**config.mk**
```make
export PLATFORM = sky130hd
export DESIGN_NAME = alu_seq
export DESIGN_NICKNAME = d
export VERILOG_FILES = /design/src/rtl/alu_seq.sv
export SDC_FILE = /design/constraint.sdc
export NUM_CORES = 1
export LEC_CHECK = 0
export ABC_AREA = 1
export ABC_CLOCK_PERIOD_IN_PS = 6700
export CAP_MARGIN = 20
export CORE_UTILIZATION = 29
export CTS_CLUSTER_DIAMETER = 30
export DETAILED_ROUTE_END_ITERATION = 10
export GPL_TIMING_DRIVEN = 0
export SLEW_MARGIN = 10
export SYNTH_ARGS = -nofsm -noshare
export SYNTH_HDL_FRONTEND = slang
export SYNTH_SLANG_ARGS = --single-unit
```
**constraint.sdc**
```tcl
create_clock -name CLK -period 6.7 [get_ports CLK]
set_input_delay 1.34 -clock CLK [delete_from_list [all_inputs] [get_ports CLK]]
set_output_delay 1.34 -clock CLK [all_outputs]
set_load 0.01 [all_outputs]
```
**src/rtl/alu_seq.sv**
```systemverilog
// alu_seq: multi-cycle PIC-style ALU with W accumulator, registered C/DC/Z flags,
// a START/BUSY/DONE handshake and iterative unsigned multiply/divide.
module alu_seq #(
    parameter int unsigned WIDTH = 8,
    parameter int unsigned BW    = $clog2(WIDTH)
) (
    input  logic             CLK,
    input  logic             RST,
    input  logic             START,
    input  logic [4:0]       OP,
    input  logic             WE,
    input  logic [BW-1:0]    B,
    input  logic [WIDTH-1:0] FI,
    input  logic             CI,
    output logic             BUSY,
    output logic             DONE,
    output logic [WIDTH-1:0] FO,
    output logic [WIDTH-1:0] FO_HI,
    output logic             CO,
    output logic             DC,
    output logic             Z
);

    localparam int unsigned Half = WIDTH / 2;

    localparam logic [4:0] OpPsw = 5'h00;
    localparam logic [4:0] OpClr = 5'h01;
    localparam logic [4:0] OpAdd = 5'h02;
    localparam logic [4:0] OpSub = 5'h03;
    localparam logic [4:0] OpDec = 5'h04;
    localparam logic [4:0] OpInc = 5'h05;
    localparam logic [4:0] OpIor = 5'h06;
    localparam logic [4:0] OpAnd = 5'h07;
    localparam logic [4:0] OpXor = 5'h08;
    localparam logic [4:0] OpPsf = 5'h09;
    localparam logic [4:0] OpCom = 5'h0A;
    localparam logic [4:0] OpRrf = 5'h0B;
    localparam logic [4:0] OpRlf = 5'h0C;
    localparam logic [4:0] OpSwp = 5'h0D;
    localparam logic [4:0] OpBcf = 5'h0E;
    localparam logic [4:0] OpBsf = 5'h0F;
    localparam logic [4:0] OpBtf = 5'h10;
    localparam logic [4:0] OpMul = 5'h11;
    localparam logic [4:0] OpDiv = 5'h12;

    typedef enum logic [1:0] {StIdle, StIter, StFin} state_e;

    state_e           state_q, state_d;
    logic [BW-1:0]    cnt_q, cnt_d;
    logic             div_q, div_d;
    logic             we_q, we_d;
    logic [WIDTH-1:0] opnd_q, opnd_d;   // multiplicand (MUL) or divisor (DIV)
    logic [WIDTH-1:0] hi_q, hi_d;       // partial product high / partial remainder
    logic [WIDTH-1:0] lo_q, lo_d;       // multiplier shifting out / quotient shifting in
    logic [WIDTH-1:0] w_q, w_d;
    logic [WIDTH-1:0] fo_q, fo_d;
    logic [WIDTH-1:0] fo_hi_q, fo_hi_d;
    logic             co_q, co_d;
    logic             dc_q, dc_d;
    logic             z_q, z_d;
    logic             done_q, done_d;

    // Single-cycle datapath signals
    logic [WIDTH:0]   add_full, sub_full;
    logic [Half:0]    add_half, sub_half;
    logic [WIDTH-1:0] bit_mask;
    logic [WIDTH-1:0] s_fo;
    logic             s_co, s_dc, s_z;
    logic             s_upd_co, s_upd_dc, s_upd_z;

    // Iteration step signals
    logic [WIDTH:0]   mul_sum;
    logic [WIDTH:0]   rem_s, trial;
    logic [WIDTH-1:0] step_hi, step_lo;

    assign add_full = {1'b0, FI} + {1'b0, w_q};
    assign sub_full = {1'b0, FI} + {1'b0, ~w_q} + {{WIDTH{1'b0}}, 1'b1};
    assign add_half = {1'b0, FI[Half-1:0]} + {1'b0, w_q[Half-1:0]};
    assign sub_half = {1'b0, FI[Half-1:0]} + {1'b0, ~w_q[Half-1:0]} + {{Half{1'b0}}, 1'b1};
    assign bit_mask = {{(WIDTH-1){1'b0}}, 1'b1} << B;

    // Single-cycle operation result and which flags it updates
    always_comb begin
        s_fo     = '0;
        s_co     = 1'b0;
        s_dc     = 1'b0;
        s_z      = 1'b0;
        s_upd_co = 1'b0;
        s_upd_dc = 1'b0;
        s_upd_z  = 1'b1;
        case (OP)
            OpPsw: s_fo = w_q;
            OpClr: s_fo = '0;
            OpAdd: begin
                s_fo     = add_full[WIDTH-1:0];
                s_co     = add_full[WIDTH];
                s_dc     = add_half[Half];
                s_upd_co = 1'b1;
                s_upd_dc = 1'b1;
            end
            OpSub: begin
                s_fo     = sub_full[WIDTH-1:0];
                s_co     = sub_full[WIDTH];
                s_dc     = sub_half[Half];
                s_upd_co = 1'b1;
                s_upd_dc = 1'b1;
            end
            OpDec: s_fo = FI - {{(WIDTH-1){1'b0}}, 1'b1};
            OpInc: s_fo = FI + {{(WIDTH-1){1'b0}}, 1'b1};
            OpIor: s_fo = FI | w_q;
            OpAnd: s_fo = FI & w_q;
            OpXor: s_fo = FI ^ w_q;
            OpPsf: s_fo = FI;
            OpCom: s_fo = ~FI;
            OpRrf: begin
                s_fo     = {CI, FI[WIDTH-1:1]};
                s_co     = FI[0];
                s_upd_co = 1'b1;
                s_upd_z  = 1'b0;
            end
            OpRlf: begin
                s_fo     = {FI[WIDTH-2:0], CI};
                s_co     = FI[WIDTH-1];
                s_upd_co = 1'b1;
                s_upd_z  = 1'b0;
            end
            OpSwp: begin
                s_fo    = {FI[Half-1:0], FI[WIDTH-1:Half]};
                s_upd_z = 1'b0;
            end
            OpBcf: begin
                s_fo    = FI & ~bit_mask;
                s_upd_z = 1'b0;
            end
            OpBsf: begin
                s_fo    = FI | bit_mask;
                s_upd_z = 1'b0;
            end
            OpBtf: s_fo = FI;
            default: begin
                // Unknown code: zero result, all flags hold
                s_fo    = '0;
                s_upd_z = 1'b0;
            end
        endcase
        s_z = (OP == OpBtf) ? ~FI[B] : (s_fo == '0);
    end

    // One shift-add (MUL) or restoring subtract-shift (DIV) step
    always_comb begin
        mul_sum = {1'b0, hi_q} + (lo_q[0] ? {1'b0, opnd_q} : '0);
        rem_s   = {hi_q, lo_q[WIDTH-1]};
        trial   = rem_s - {1'b0, opnd_q};
        if (div_q) begin
            // trial[WIDTH] set means the shifted remainder was below the divisor
            if (!trial[WIDTH]) begin
                step_hi = trial[WIDTH-1:0];
                step_lo = {lo_q[WIDTH-2:0], 1'b1};
            end else begin
                step_hi = rem_s[WIDTH-1:0];
                step_lo = {lo_q[WIDTH-2:0], 1'b0};
            end
        end else begin
            step_hi = mul_sum[WIDTH:1];
            step_lo = {mul_sum[0], lo_q[WIDTH-1:1]};
        end
    end

    // FSM next state, result/flag/W updates
    always_comb begin
        state_d = state_q;
        cnt_d   = cnt_q;
        div_d   = div_q;
        we_d    = we_q;
        opnd_d  = opnd_q;
        hi_d    = hi_q;
        lo_d    = lo_q;
        w_d     = w_q;
        fo_d    = fo_q;
        fo_hi_d = fo_hi_q;
        co_d    = co_q;
        dc_d    = dc_q;
        z_d     = z_q;
        done_d  = 1'b0;
        case (state_q)
            StIdle: begin
                if (START) begin
                    if (OP == OpMul) begin
                        div_d   = 1'b0;
                        we_d    = WE;
                        cnt_d   = '0;
                        hi_d    = '0;
                        lo_d    = w_q;
                        opnd_d  = FI;
                        state_d = StIter;
                    end else if (OP == OpDiv) begin
                        div_d = 1'b1;
                        we_d  = WE;
                        if (w_q == '0) begin
                            // Divide by zero resolves immediately
                            fo_d    = '1;
                            fo_hi_d = FI;
                            co_d    = 1'b1;
                            z_d     = 1'b0;
                            done_d  = 1'b1;
                            if (WE) begin
                                w_d = '1;
                            end
                            state_d = StFin;
                        end else begin
                            cnt_d   = '0;
                            hi_d    = '0;
                            lo_d    = FI;
                            opnd_d  = w_q;
                            state_d = StIter;
                        end
                    end else begin
                        fo_d    = s_fo;
                        fo_hi_d = '0;
                        done_d  = 1'b1;
                        if (s_upd_co) begin
                            co_d = s_co;
                        end
                        if (s_upd_dc) begin
                            dc_d = s_dc;
                        end
                        if (s_upd_z) begin
                            z_d = s_z;
                        end
                        if (WE) begin
                            w_d = s_fo;
                        end
                    end
                end
            end
            StIter: begin
                hi_d  = step_hi;
                lo_d  = step_lo;
                cnt_d = cnt_q + {{(BW-1){1'b0}}, 1'b1};
                if (cnt_q == BW'(WIDTH - 1)) begin
                    fo_d    = step_lo;
                    fo_hi_d = step_hi;
                    done_d  = 1'b1;
                    if (div_q) begin
                        co_d = 1'b0;
                        z_d  = (step_lo == '0);
                    end else begin
                        co_d = |step_hi;
                        z_d  = ~|{step_hi, step_lo};
                    end
                    if (we_q) begin
                        w_d = step_lo;
                    end
                    state_d = StFin;
                end
            end
            StFin: state_d = StIdle;
            default: state_d = StIdle;
        endcase
    end

    // State registers with synchronous reset
    always_ff @(posedge CLK) begin
        if (RST) begin
            state_q <= StIdle;
            cnt_q   <= '0;
            div_q   <= 1'b0;
            we_q    <= 1'b0;
            opnd_q  <= '0;
            hi_q    <= '0;
            lo_q    <= '0;
            w_q     <= '0;
            fo_q    <= '0;
            fo_hi_q <= '0;
            co_q    <= 1'b0;
            dc_q    <= 1'b0;
            z_q     <= 1'b0;
            done_q  <= 1'b0;
        end else begin
            state_q <= state_d;
            cnt_q   <= cnt_d;
            div_q   <= div_d;
            we_q    <= we_d;
            opnd_q  <= opnd_d;
            hi_q    <= hi_d;
            lo_q    <= lo_d;
            w_q     <= w_d;
            fo_q    <= fo_d;
            fo_hi_q <= fo_hi_d;
            co_q    <= co_d;
            dc_q    <= dc_d;
            z_q     <= z_d;
            done_q  <= done_d;
        end
    end

    assign BUSY  = (state_q != StIdle);
    assign DONE  = done_q;
    assign FO    = fo_q;
    assign FO_HI = fo_hi_q;
    assign CO    = co_q;
    assign DC    = dc_q;
    assign Z     = z_q;

endmodule

```
==> impl_metrics.tcl, run 1 <==
set metrics [dict create \
    htree_levels 3 \
    cts_made_buffers 9 \
    netlist_instances 1060 \
    multiInputGateArea_mm2 0.00427 \
    hp-class "flip-flop to flip-flop" \
    p_leak_nw 3.47 \
    cp-start-kind "primary input" \
    syn_to_final_growth_pct 16.5 \
    finalPower_w 0.00143 \
    cts.reportedPaths.clkPinSlew_ns 0.06 \
    rsz0062_at_grt "false" \
    die_area_mm2 0.0220 \
    port_buffers 38 \
    end_kind "flip-flop" \
    vias 6999 \
    grt_pass1_vias 6503 \
    drc 0 \
    drv_slew 0 \
    grtUsageTotal_pct 21.0 \
    drt_iter0_markers 534 \
    power_frac_comb_pct 38.0 \
    internal_power_w 0.000855 \
    hold_path_startpoint "state_q[1]" \
    seq_area_frac_synth_pct 19.0 \
    status "completed" \
    grt_max_degree 13 \
    utilization_pct 34.4 \
    clkSinkCount 59 \
    drv_cap 0 \
    postRouteWirelength_um 22500 \
    clk_latency_ns 0.34 \
    powerDensity_mw_per_mm2 197 \
    synth_top_family_by_area "simple AND/OR/NAND/NOR gates" \
    cts_tree "built" \
    switching_share_pct 40.1 \
    synth.yosys.warnings 0 \
    seqPwrFrac_pct 29.7 \
    num_io_pins 42 \
    core_mm2 0.0210 \
    antenna_left 0 \
    gp_congestion 0.948 \
    hold_buffers 0 \
    synth_xor_area_share_pct 0.846 \
    via_per_inst 5.04 \
    synth_compound_area_share_pct 17.8 \
    post_cts_buffers 0 \
    r2r_start "w_q[3]" \
    fillCellCount 2343 \
    ys_types 49 \
    slew_headroom_pct 56.7 \
    setup_tns_ns 0 \
    cp_max_fo 8 \
    mappedNetlistArea_mm2 0.00621 \
    root_buffer "clkbuf_16" \
    p_sw_w 0.000573 \
    seqCellArea_mm2 0.00118 \
    synth_mux_area_share_pct 0 \
    ys.flop_type "dfxtp_1" \
    dpl.hpwl_um 17800 \
    die_w_um 148 \
    cts_resized 0 \
    clockBufferDepth 2 \
    grt_overflow 0 \
    syn_avg_cell_area_um2 5.86 \
    setup_violations 0 \
    ys_async_sr_fraction_pct 0 \
    layout.nets 1175 \
    die_height_um 148 \
    drive_above_1_share_pct 7.54 \
    fin_area_mm2 0.00724 \
    worst_slew_pin_slew_ns 0.648 \
    clkPwrFrac_pct 32.4 \
    period_needed_ns 4.30 \
    synth_nets 1126 \
    placed_area_mm2 0.00694 \
    synth_fa_ha_area_share_pct 9.67 \
    critical_path_class "primary input to flip-flop" \
    synthSimpleGateAreaFrac_pct 40.5 \
    detail_route.wl_per_cell_um 16.2 \
    fmax_mhz 232 \
    cp.required_ns 6.91 \
    antenna_found_initial 0 \
    finalHoldViolCount 0 \
    cp-startpoint "OP[2]" \
    ir_worst_vdd_mv 0.150 \
    dr.pass1.iters 5 \
    n_antenna_cell 0 \
    cp.arrival_ns 4.51 \
    grt_pass1_wl_um 35500 \
    ys_ff_latch 59 \
    min_period_over_period_pct 64.2 \
    fp-row-count 53 \
    skew_ns 0.00724 \
    initial_core_util_pct 29.6 \
    synth-edff-count 0 \
]
## sequential cells by signal, summed over array words and instances (netlist names)
register and flops:
state_q 2, DC 1, FO 8, cnt_q 3
hi_q 8, CO 1, FO_HI 8, Z 1
lo_q 8, DONE 1, w_q 8, opnd_q 8
div_q 1, we_q 1
## power by group through the flow
stage | clock [W] | sequential [W] | combinational (W)
4_1_cts | 0.000473 | 0.000422 | 0.000536
6_report | 0.000462 | 0.000424 | 0.000542
5_1_grt | 0.000488 | 0.000426 | 0.000604
3_3_place_gp | 0 | 0.000429 | 0.000533
3_5_place_dp | 0 | 0.000429 | 0.000533
2_1_floorplan | 0 | 0.000418 | 0.000358
## final timing paths
path                 to  depth (start not counted)  slack [ns]
max               FO[7]                         16        2.40
min          state_q[1]                          1        0.44
max reg2reg           Z                         19        3.70
min reg2reg  state_q[1]                          1        0.44
## cell type report
| class | instances | area share (%) |
|---|---|---|
| timing repair buffer | 38 | 5.25 |
| sequential | 59 | 16.3 |
| clock buffer | 9 | 3.11 |
| buffer | 34 | 2.45 |
| inverter | 154 | 8.05 |
| tap | 275 | 4.75 |
| multi-input combinational | 813 | 59.0 |
| clock inverter | 7 | 1.05 |
## synthesized netlist by cell type (all sizes together), types with 2 or more instances
master | number | area (µm²)
a211oi | 20 | 170
a21oi | 85 | 440
a31oi | 3 | 18.8
buf | 15 | 106
clkbuf | 19 | 71.3
clkinv | 3 | 11.3
dfxtp | 59 | 1180
fa | 5 | 100
ha | 40 | 500
inv | 151 | 572
nand2 | 295 | 1140
nand3 | 111 | 566
nand3b | 2 | 15.0
nand4 | 23 | 144
nor2 | 127 | 561
nor3 | 6 | 35.0
nor4 | 3 | 33.8
o211ai | 7 | 52.6
o21ai | 68 | 344
or2 | 3 | 18.8
xnor2 | 2 | 17.5
xor2 | 4 | 35.0
## through the flow
stage / cells / setup slack [ns] / hold slack [ns]
detailed placement: 1373 / 2.11 / 0.432
finish: 1389 / 2.40 / 0.439
global placement: 1373 / 2.07 / 0.438
global route: 1389 / 2.10 / 0.454
floorplan: 1060 / 3.22 / 0.420
CTS: 1389 / 2.45 / 0.440
## cell families after synthesis
family	Yosys count
AO/OA/AOI/OAI	192
XOR/XNOR	6
adder cells (fa/ha/maj)	45
buffers and inverters	188
flip-flops	59
AND/OR/NAND/NOR	570
## layout by cell type (no fill, tap or decap), drive strengths merged
| master | n |
|---|---|
| o21ai | 68 |
| nand2 | 295 |
| xnor2 | 2 |
| o22ai | 1 |
| clkinv | 5 |
| a211oi | 20 |
| nand3b | 2 |
| inv | 153 |
| o21bai | 1 |
| o221ai | 1 |
| or2 | 3 |
| o211ai | 7 |
| fa | 5 |
| xor2 | 4 |
| dfxtp | 59 |
| nor3 | 6 |
| a22oi | 1 |
| nand3 | 111 |
| clkbuf | 28 |
| clkdlybuf4s50 | 38 |
| o21a | 1 |
| a31oi | 3 |
| a21o | 1 |
| nor2 | 127 |
| a21oi | 85 |
| clkinvlp | 2 |
| a21boi | 1 |
| a221oi | 1 |
| buf | 15 |
| nand4 | 23 |
| o41ai | 1 |
| bufinv | 1 |
| nor4 | 3 |
| ha | 40 |
## layer usage
metal	part of all wire (%)	GRT usage, %
met1	46	28.8
met2	43	32.2
met3	7.2	3.47
met4	3.4	9.02
met5	0	0
## worst max-delay path, stage by stage
cell             delay [ns]
clkdlybuf4s50_1        0.69
inv_1                  0.15
nor2_1                 0.12
nand3_1                0.30
ha_1                   0.46
or2_2                  0.35
nand2_1                0.10
nor2_1                 0.04
nor2_1                 0.08
nand2_1                0.05
nand3_1                0.09
nand2_1                0.06
inv_1                  0.05
nand3_1                0.12
o21ai_0                0.39
a21oi_1                0.11
(Power assumes the default switching activity.)
==> inputs of run 2 (changes only) <==
- ABC_CLOCK_PERIOD_IN_PS: 6700 -> 4400
- clock period: 6.7 -> 4.4 ns (I/O delays scaled with it)
==> results of run 2 <==
The final DEF is identical to that of run 1. Status: completed.
Main changes from that run: setup slack after placement 2.11 ns -> 0.271 ns; setup slack after layout 2.40 ns -> 0.559 ns; register-to-register setup slack 3.70 ns -> 1.40 ns; total power 0.00143 W -> 0.00217 W; worst IR drop on VDD 0.150 mV -> 0.228 mV
